## config.mk

```make
export PLATFORM = sky130hd
export DESIGN_NAME = uart_prog_loader
export DESIGN_NICKNAME = d
export VERILOG_FILES = /design/src/rtl/loader_pkg.sv /design/src/rtl/word_assembler.sv /design/src/rtl/uart_prog_loader.sv
export SDC_FILE = /design/constraint.sdc
export NUM_CORES = 1
export LEC_CHECK = 0
export BUFFER_PORTS_ARGS = -buffer_cell sky130_fd_sc_hd__buf_2
export CAP_MARGIN = 20
export CORE_ASPECT_RATIO = 0.7
export CORE_MARGIN = 1.5
export CORE_UTILIZATION = 60
export CTS_CLUSTER_DIAMETER = 100
export DETAILED_ROUTE_END_ITERATION = 7
export PLACE_DENSITY = 0.93
export SYNTH_ARGS = -nofsm -noshare
export SYNTH_HDL_FRONTEND = slang
export SYNTH_SLANG_ARGS = --single-unit
export TNS_END_PERCENT = 20
```

## constraint.sdc

```tcl
create_clock -name CLK -period 4 [get_ports CLK]
set_input_delay 0.2 -clock CLK [delete_from_list [all_inputs] [get_ports CLK]]
set_output_delay 0.2 -clock CLK [all_outputs]
set_load 0.01 [all_outputs]
```

## src/rtl/loader_pkg.sv

```systemverilog
// Shared types and constants for the UART program loader.
// Optional feature macro used by the loader: LOADER_CHECKSUM_EN.
package loader_pkg;

    typedef enum logic [2:0] {
        WAIT_CAL = 3'd0,
        LOAD     = 3'd1,
        CSUM     = 3'd2,
        DONE     = 3'd3,
        ERR      = 3'd4
    } loader_state_t;

    localparam int BYTES_PER_WORD = 4;
    localparam int BYTECNT_W      = 2;

endpackage

```

## src/rtl/word_assembler.sv

```systemverilog
// Little-endian byte-to-word assembler. The completed word and its
// o_word_v pulse are presented in the same cycle as the 4th byte strobe,
// so the caller can register the word without an extra cycle of latency.
module word_assembler
    import loader_pkg::*;
(
    input  logic        CLK,
    input  logic        RST,
    input  logic        i_en,
    input  logic [7:0]  i_byte,
    input  logic        i_we,
    output logic [31:0] o_word,
    output logic        o_word_v
);

    logic [31:0]          asm_q;
    logic [BYTECNT_W-1:0] bytecnt_q;
    logic                 take;

    assign take     = i_en & i_we;
    assign o_word   = {i_byte, asm_q[31:8]};
    assign o_word_v = take && (bytecnt_q == BYTECNT_W'(BYTES_PER_WORD - 1));

    // Shift accepted bytes in from the top; the 2-bit counter wraps after a word.
    always_ff @(posedge CLK) begin
        if (RST) begin
            asm_q     <= 32'h0;
            bytecnt_q <= '0;
        end else if (take) begin
            asm_q     <= {i_byte, asm_q[31:8]};
            bytecnt_q <= bytecnt_q + 1'b1;
        end
    end

endmodule

```

## src/rtl/uart_prog_loader.sv

```systemverilog
// Boot-time program loader: gates on DRAM calibration, assembles UART bytes
// into words, writes them through a one-entry buffered req/ack port, then
// releases the core. Define LOADER_CHECKSUM_EN to require a trailing
// checksum word (sum of all data words, mod 2^32) before release.
module uart_prog_loader
    import loader_pkg::*;
#(
    parameter int          MEM_WORDS = 2048,
    parameter logic [31:0] BASE_ADDR = 32'h0
)(
    input  logic        CLK,
    input  logic        RST,
    input  logic        i_calib,
    input  logic [7:0]  i_rx_data,
    input  logic        i_rx_we,
    output logic        o_wreq,
    output logic [31:0] o_waddr,
    output logic [31:0] o_wdata,
    input  logic        i_wack,
    output logic        o_core_rst,
    output logic        o_done,
    output logic        o_err,
    output logic [31:0] o_word_cnt
);

    loader_state_t state_q, state_d;

    logic        wbuf_v_q;
    logic [31:0] wbuf_q;
    logic [31:0] waddr_q;
    logic [31:0] word_cnt_q;
    logic [31:0] in_cnt_q;     // data words accepted into the buffer
    logic        all_in_q;     // every data word has been accepted
    logic        core_rst_q;
    logic        done_q;
    logic        err_q;

    logic        asm_en;
    logic [31:0] asm_word;
    logic        asm_v;
    logic        ack_fire;
    logic        last_ack;
    logic        load_word;
    logic        overflow;

`ifdef LOADER_CHECKSUM_EN
    logic [31:0] sum_q;
    logic        csum_seen_q;  // checksum matched before the last data ack
    logic        csum_ok;
    logic        csum_bad;
`endif

    word_assembler u_asm (
        .CLK      (CLK),
        .RST      (RST),
        .i_en     (asm_en),
        .i_byte   (i_rx_data),
        .i_we     (i_rx_we),
        .o_word   (asm_word),
        .o_word_v (asm_v)
    );

    // Transfer, completion and overflow conditions for the current cycle.
    always_comb begin
        ack_fire  = wbuf_v_q & i_wack;
        last_ack  = ack_fire && (word_cnt_q == 32'(MEM_WORDS - 1));
        load_word = asm_v && (state_q == LOAD) && !all_in_q && (!wbuf_v_q || i_wack);
        overflow  = asm_v && (state_q == LOAD) && !all_in_q && wbuf_v_q && !i_wack;
`ifdef LOADER_CHECKSUM_EN
        // Once all data words are in, the assembler is collecting the checksum.
        asm_en    = (state_q == LOAD) || (state_q == CSUM);
        csum_ok   = asm_v && all_in_q && (asm_word == sum_q);
        csum_bad  = asm_v && all_in_q && (asm_word != sum_q);
`else
        asm_en    = (state_q == LOAD) && !all_in_q;
`endif
    end

    // Next-state logic.
    always_comb begin
        state_d = state_q;
        case (state_q)
            WAIT_CAL: if (i_calib) state_d = LOAD;
            LOAD: begin
                if (overflow) begin
                    state_d = ERR;
`ifdef LOADER_CHECKSUM_EN
                end else if (csum_bad) begin
                    state_d = ERR;
                end else if (last_ack) begin
                    state_d = (csum_seen_q || csum_ok) ? DONE : CSUM;
`else
                end else if (last_ack) begin
                    state_d = DONE;
`endif
                end
            end
`ifdef LOADER_CHECKSUM_EN
            CSUM: begin
                if (csum_ok)       state_d = DONE;
                else if (csum_bad) state_d = ERR;
            end
`endif
            DONE:    state_d = DONE;
            ERR:     state_d = ERR;
            default: state_d = ERR;
        endcase
    end

    // State register.
    always_ff @(posedge CLK) begin
        if (RST) state_q <= WAIT_CAL;
        else     state_q <= state_d;
    end

    // Write buffer, address/count registers and registered status outputs.
    always_ff @(posedge CLK) begin
        if (RST) begin
            wbuf_v_q   <= 1'b0;
            wbuf_q     <= 32'h0;
            waddr_q    <= BASE_ADDR;
            word_cnt_q <= 32'h0;
            in_cnt_q   <= 32'h0;
            all_in_q   <= 1'b0;
            core_rst_q <= 1'b1;
            done_q     <= 1'b0;
            err_q      <= 1'b0;
        end else begin
            core_rst_q <= (state_d != DONE);
            done_q     <= (state_d == DONE);
            err_q      <= (state_d == ERR);
            if (load_word) begin
                wbuf_q   <= asm_word;
                wbuf_v_q <= 1'b1;
                in_cnt_q <= in_cnt_q + 32'd1;
                if (in_cnt_q == 32'(MEM_WORDS - 1)) all_in_q <= 1'b1;
            end else if (ack_fire) begin
                wbuf_v_q <= 1'b0;
            end
            if (ack_fire) begin
                word_cnt_q <= word_cnt_q + 32'd1;
                waddr_q    <= waddr_q + 32'd4;
            end
        end
    end

`ifdef LOADER_CHECKSUM_EN
    // Running sum of every word accepted for writing, plus early-match flag.
    always_ff @(posedge CLK) begin
        if (RST) begin
            sum_q       <= 32'h0;
            csum_seen_q <= 1'b0;
        end else begin
            if (load_word) sum_q <= sum_q + asm_word;
            if ((state_q == LOAD) && csum_ok) csum_seen_q <= 1'b1;
        end
    end
`endif

    assign o_wreq     = wbuf_v_q;
    assign o_wdata    = wbuf_q;
    assign o_waddr    = waddr_q;
    assign o_word_cnt = word_cnt_q;
    assign o_core_rst = core_rst_q;
    assign o_done     = done_q;
    assign o_err      = err_q;

endmodule

```

==> Word level (Yosys, flattened, before mapping) <==
Index checks and enable logic that the tools add are counted.
{ "word_totals": {"in_bits": 13, "rom_bits": 0, "latch_bits": 0, "regBits": 170, "ram_bits": 0, "mem_count": 0} }
{ "op_classes": {"n_div": 0, "shift": 0, "n_mux": 6, "n_bitwise": 2, "addsub": 4, "eq_ne": 8, "n_lt_le_gt_ge": 0, "reduce_logical": 15, "n_mul": 0} }
{ "op_table": {"columns": ["op", "count"], "rows": [
  ["$add 32x1->32 const B", 2],
  ["$eq 32x11->1 const B", 2],
  ["$add 32x3->32 const B", 1],
  ["$mux 3", 3],
  ["$pmux 3 s3", 1],
  ["$logic_and 1x1->1", 8],
  ["$eq 3x2->1 const B", 2],
  ["$eq 3x1->1 const B", 1],
  ["$eq 3x3->1 const B", 1],
  ["$logic_not 1->1", 3],
  ["$logic_not 3->1", 1],
  ["$ne 3x2->1 const B", 1],
  ["$add 2x1->2 const B", 1],
  ["$and 1x1->1", 2],
  ["$eq 2x2->1 const B", 1],
  ["$mux 1", 2],
  ["$reduce_and 2->1", 1],
  ["$reduce_bool 2->1", 1],
  ["$logic_or 1x1->1", 1]
]} }

==> Depth between registers and ports, before layout <==
{ "logic_depth": {"depth_word": 11, "depth_mapped": 8, "depth_no_buf": 6} }

==> Modules after synthesis <==
A second synthesis with hierarchy kept.
{ "hier_totals": {"cells_unflattened": 831, "hier_area_um2": 7093.1} }
{ "modules_own_cells": {"columns": ["module", "cells_per_inst", "area_per_inst_um2", "seq_area_each_um2", "instances"], "rows": [
  ["uart_prog_loader", 723, 5963.2, 2682.6, 1],
  ["word_assembler", 108, 1129.8, 520.5, 1]
]} }

==> Least setup slack after synthesis <==
No wires, ideal clock.
{ "synth_timing": {"kind": "register -> register", "startpoint": "reg u_asm.bytecnt_q[0]", "endpoint": "reg in_cnt_q[30]", "period_less_slack_ps": 2125, "slack_ps": 1875, "t_required_ps": 3929, "t_arrival_ps": 2054, "path_stages_with_launch": 8, "setup_ps": 71, "cell_sequence": "dfxtp_1 -> ha_1 -> and3b_1 -> nand4_4 -> or3_4 -> buf_6 -> or4_1 -> a21oi_1"} }
{ "synth_between": {"elab_chain_len": 5} }
{ "synth_rtl": {"columns": ["element", "line", "source"], "rows": [
  ["from (decl)", "word_assembler.sv:17", "logic [BYTECNT_W-1:0] bytecnt_q;"],
  ["from (signal assigned)", "word_assembler.sv:31", "bytecnt_q <= bytecnt_q + 1'b1;"],
  ["$eq 2x2->1", "word_assembler.sv:22", "assign o_word_v = take && (bytecnt_q == BYTECNT_W'(BYTES_PER_WORD - 1));"],
  ["$logic_and 1x1->1", "word_assembler.sv:22", null],
  ["$logic_and 1x1->1 (3 in series)", "uart_prog_loader.sv:67", "load_word = asm_v && (state_q == LOAD) && !all_in_q && (!wbuf_v_q || i_wack);"],
  ["to (signal assigned)", "uart_prog_loader.sv:135", "in_cnt_q <= in_cnt_q + 32'd1;"],
  ["to (decl)", "uart_prog_loader.sv:32", "logic [31:0] in_cnt_q;"]
]} }
Every way passes these cells.
A chain may end at the register's enable or synchronous reset.

==> Final worst setup path <==
{ "layout_timing": {"startpoint": "reg u_asm.bytecnt_q[0]", "endpoint": "reg in_cnt_q[22]"} }
Same word-level chain as after synthesis.

==> results.sh <==
export IMPL_hold_buffers=0
export IMPL_clk_latency_ns=0.42
export IMPL_max_freq_ghz=0.422
export IMPL_synth_seq_cells=160
export IMPL_async_flop_share=0
export IMPL_fin_util=0.747
export IMPL_ctsHtreeMaxLevel=4
export IMPL_overflow=0
export IMPL_cts_resized_gates=0
export IMPL_dpl_hpwl_um=9750
export IMPL_yosys_warnings=0
export IMPL_die_h_um=90.8
export IMPL_min_delay_path_class="input port to register"
export IMPL_worstPathRequired_ns=4.33
export IMPL_initial_core_util=0.629
export IMPL_worstSetupPathType="register to register"
export IMPL_viasPerCell=5.56
export IMPL_outcome="finished clean"
export IMPL_ant_nets=0
export IMPL_cts_buffers=17
export IMPL_synth_edf_count=0
export IMPL_io_pins=113
export IMPL_avgSynthCellArea_um2=8.31
export IMPL_gp_congestion=0.882
export IMPL_crit_family="simple AND/OR/NAND/NOR gates"
export IMPL_ys_seq_area_frac=0.485
export IMPL_fin_tns_setup_ns=0
export IMPL_syn2layout_area_growth_pct=18.8
export IMPL_rsz0062_at_grt="false"
export IMPL_power_density_nw_per_um2=431
export IMPL_cp_end_kind="register"
export IMPL_antenna_found_initial=2
export IMPL_grt_pass1_wl_um=25400
export IMPL_crit_fanout=24
export IMPL_crit_chain="ha_1 -> and3b_1 -> nand4_4 -> or3_4 -> or4_1 -> a21oi_1"
export IMPL_ys_dominant_reg_cell="dfxtp_1"
export IMPL_finalCritPeriodShare=0.592
export IMPL_synth_cell_types=41
export IMPL_dieArea_um2=11700
export IMPL_drcViolationCount=0
export IMPL_setup_viol=0
export IMPL_portBuffers=110
export IMPL_post_cts_buffers=0
export IMPL_cts_tree="yes"
export IMPL_ir_worst_vdd_uv=348
export IMPL_layout_nets=903
export IMPL_worstPathArrival_ns=2.70
export IMPL_start_kind="register"
export IMPL_worst_pin_slew_ns=1.07
export IMPL_period_needed_ns=2.37
export IMPL_relSlewSlack=0.288
export IMPL_vias=5824
export IMPL_critical_path_max_stage_delay_ns=0.55
export IMPL_hold_viol_final=0
export IMPL_clk_pin_slew_worst_paths_ns=0.06
export IMPL_placementRows=31
export IMPL_nFillCells=758
export IMPL_critPathSlowestCell="or4_1"
export IMPL_drt_wl_total_um=15200
export IMPL_fin_worst_skew_ns=0.00646
export IMPL_drv_cap=0
export IMPL_grt_max_degree=89
export IMPL_cts_root_buf="clkbuf_16"
export IMPL_cts_sinks=160
export IMPL_grtUsageTotal=0.269
export IMPL_grt_pass1_vias=5214
export IMPL_critPathBufInv=0
export IMPL_wl_per_cell_um=14.5
export IMPL_final_cell_mix="dfxtp_1 (160), nand2_1 (149), buf_2 (109)"
export IMPL_cts_buffer_depth=2
export IMPL_core_area_um2=10500
export IMPL_drtIter0Drc=399
export IMPL_final_common_cell="dfxtp_1"
export IMPL_synth_area_um2=6610
export IMPL_firstDrtPassIters=5
export IMPL_drive_gt1_frac=0.170
export IMPL_syn_inst=795
export IMPL_fp_dieW_um=128
export IMPL_slew_violations=0
export IMPL_p_leak_nw=2.98
stage by stage:
| stage | area (um^2) | hold WS [ns] | power [mW] | std cells | setup slack, ns |
|---|---|---|---|---|---|
| 3_3_place_gp | 7220 | 0.440 | 1.70 | 1015 | 1.82 |
| 2_1_floorplan | 6610 | 0.336 | 1.68 | 796 | 1.88 |
| 5_1_grt | 7860 | 0.0248 | 3.47 | 1047 | 1.46 |
| 6_report | 7860 | 0.0281 | 3.39 | 1047 | 1.63 |
| 3_5_place_dp | 7220 | 0.443 | 1.70 | 1015 | 1.71 |
| 4_1_cts | 7850 | 0.0201 | 3.40 | 1046 | 1.65 |
synthesized netlist by cell type, types with 2 or more instances:
| cell type | instances | area share |
|---|---|---|
| o21ai_0 | 11 | 0.0083 |
| o21a_1 | 2 | 0.0023 |
| and4_1 | 9 | 0.012 |
| nor4_1 | 23 | 0.022 |
| o31ai_1 | 8 | 0.0091 |
| and3_1 | 16 | 0.015 |
| nand2_1 | 149 | 0.085 |
| or4_1 | 8 | 0.0091 |
| dfxtp_1 | 160 | 0.48 |
| xnor2_1 | 38 | 0.050 |
| ha_1 | 4 | 0.0076 |
| inv_1 | 12 | 0.0068 |
| nand3_1 | 33 | 0.025 |
| or3_1 | 8 | 0.0076 |
| and4_4 | 2 | 0.0034 |
| xor2_1 | 35 | 0.046 |
| buf_1 | 2 | 0.0011 |
| nor3_1 | 22 | 0.017 |
| clkbuf_1 | 38 | 0.022 |
| a21oi_1 | 77 | 0.058 |
| buf_4 | 2 | 0.0023 |
| nor2_1 | 83 | 0.047 |
| nor2b_1 | 4 | 0.0038 |
| mux2i_1 | 2 | 0.0030 |
| nand4_1 | 28 | 0.027 |
| and2_1 | 4 | 0.0038 |
where the power goes:
group,internal [mW],switching (mW),leakage [nW]
combinational,0.0146,0.0459,1.39
sequential,1.60,0.00511,1.29
clock,1.08,0.643,0.299
kinds of logic after synthesis:
group                    Yosys count  synth area share
other                              1          0.000567
AND/OR/NAND/NOR                  397             0.289
buffers and inverters             55            0.0335
flip-flops                       160             0.485
multiplexers                       3           0.00473
AO/OA/AOI/OAI                    102            0.0833
XOR/XNOR                          73            0.0967
adder cells (fa/ha/maj)            4           0.00757
registers in the layout (all words and copies together), names as in the netlist:
signal and cells:
o_word_cnt 32, o_wdata 32, o_waddr 30, o_done 1, state_q 3, o_core_rst 1
o_wreq 1, o_err 1, all_in_q 1, u_asm.asm_q 24, in_cnt_q 32, u_asm.bytecnt_q 2
per-layer routing:
layer,GRT usage,share of wire
met2,0.411,0.45
met4,0.0918,0.017
met1,0.377,0.48
met3,0.0598,0.053
met5,0,0.00079
layout make-up:
type | instances | area [um^2] | share of cell area
timing repair buffer | 114 | 596 | 0.0758
multi-input combinational | 581 | 3190 | 0.406
clock buffer | 19 | 453 | 0.0577
inverter | 12 | 45.0 | 0.00573
antenna | 1 | 2.50 | 0.000319
tap | 148 | 185 | 0.0236
clock inverter | 12 | 181 | 0.0231
sequential | 160 | 3200 | 0.408
worst min-delay path, cell delays in order:
cell,delay (ns)
buf_2,0.10
nand2_1,0.05
a21oi_1,0.05
worst paths after layout:
| check | cells past startpoint | to | slack (ns) | startpoint |
|---|---|---|---|---|
| max | 6 | in_cnt_q[22] | 1.63 | u_asm.bytecnt_q[0] |
| min | 3 | u_asm.asm_q[28] | 0.03 | i_rx_data[4] |
| max reg2reg | 6 | in_cnt_q[22] | 1.63 | u_asm.bytecnt_q[0] |
| min reg2reg | 2 | o_wdata[5] | 0.45 | o_wdata[5] |
No activity file was read; power rests on OpenSTA's default activity.
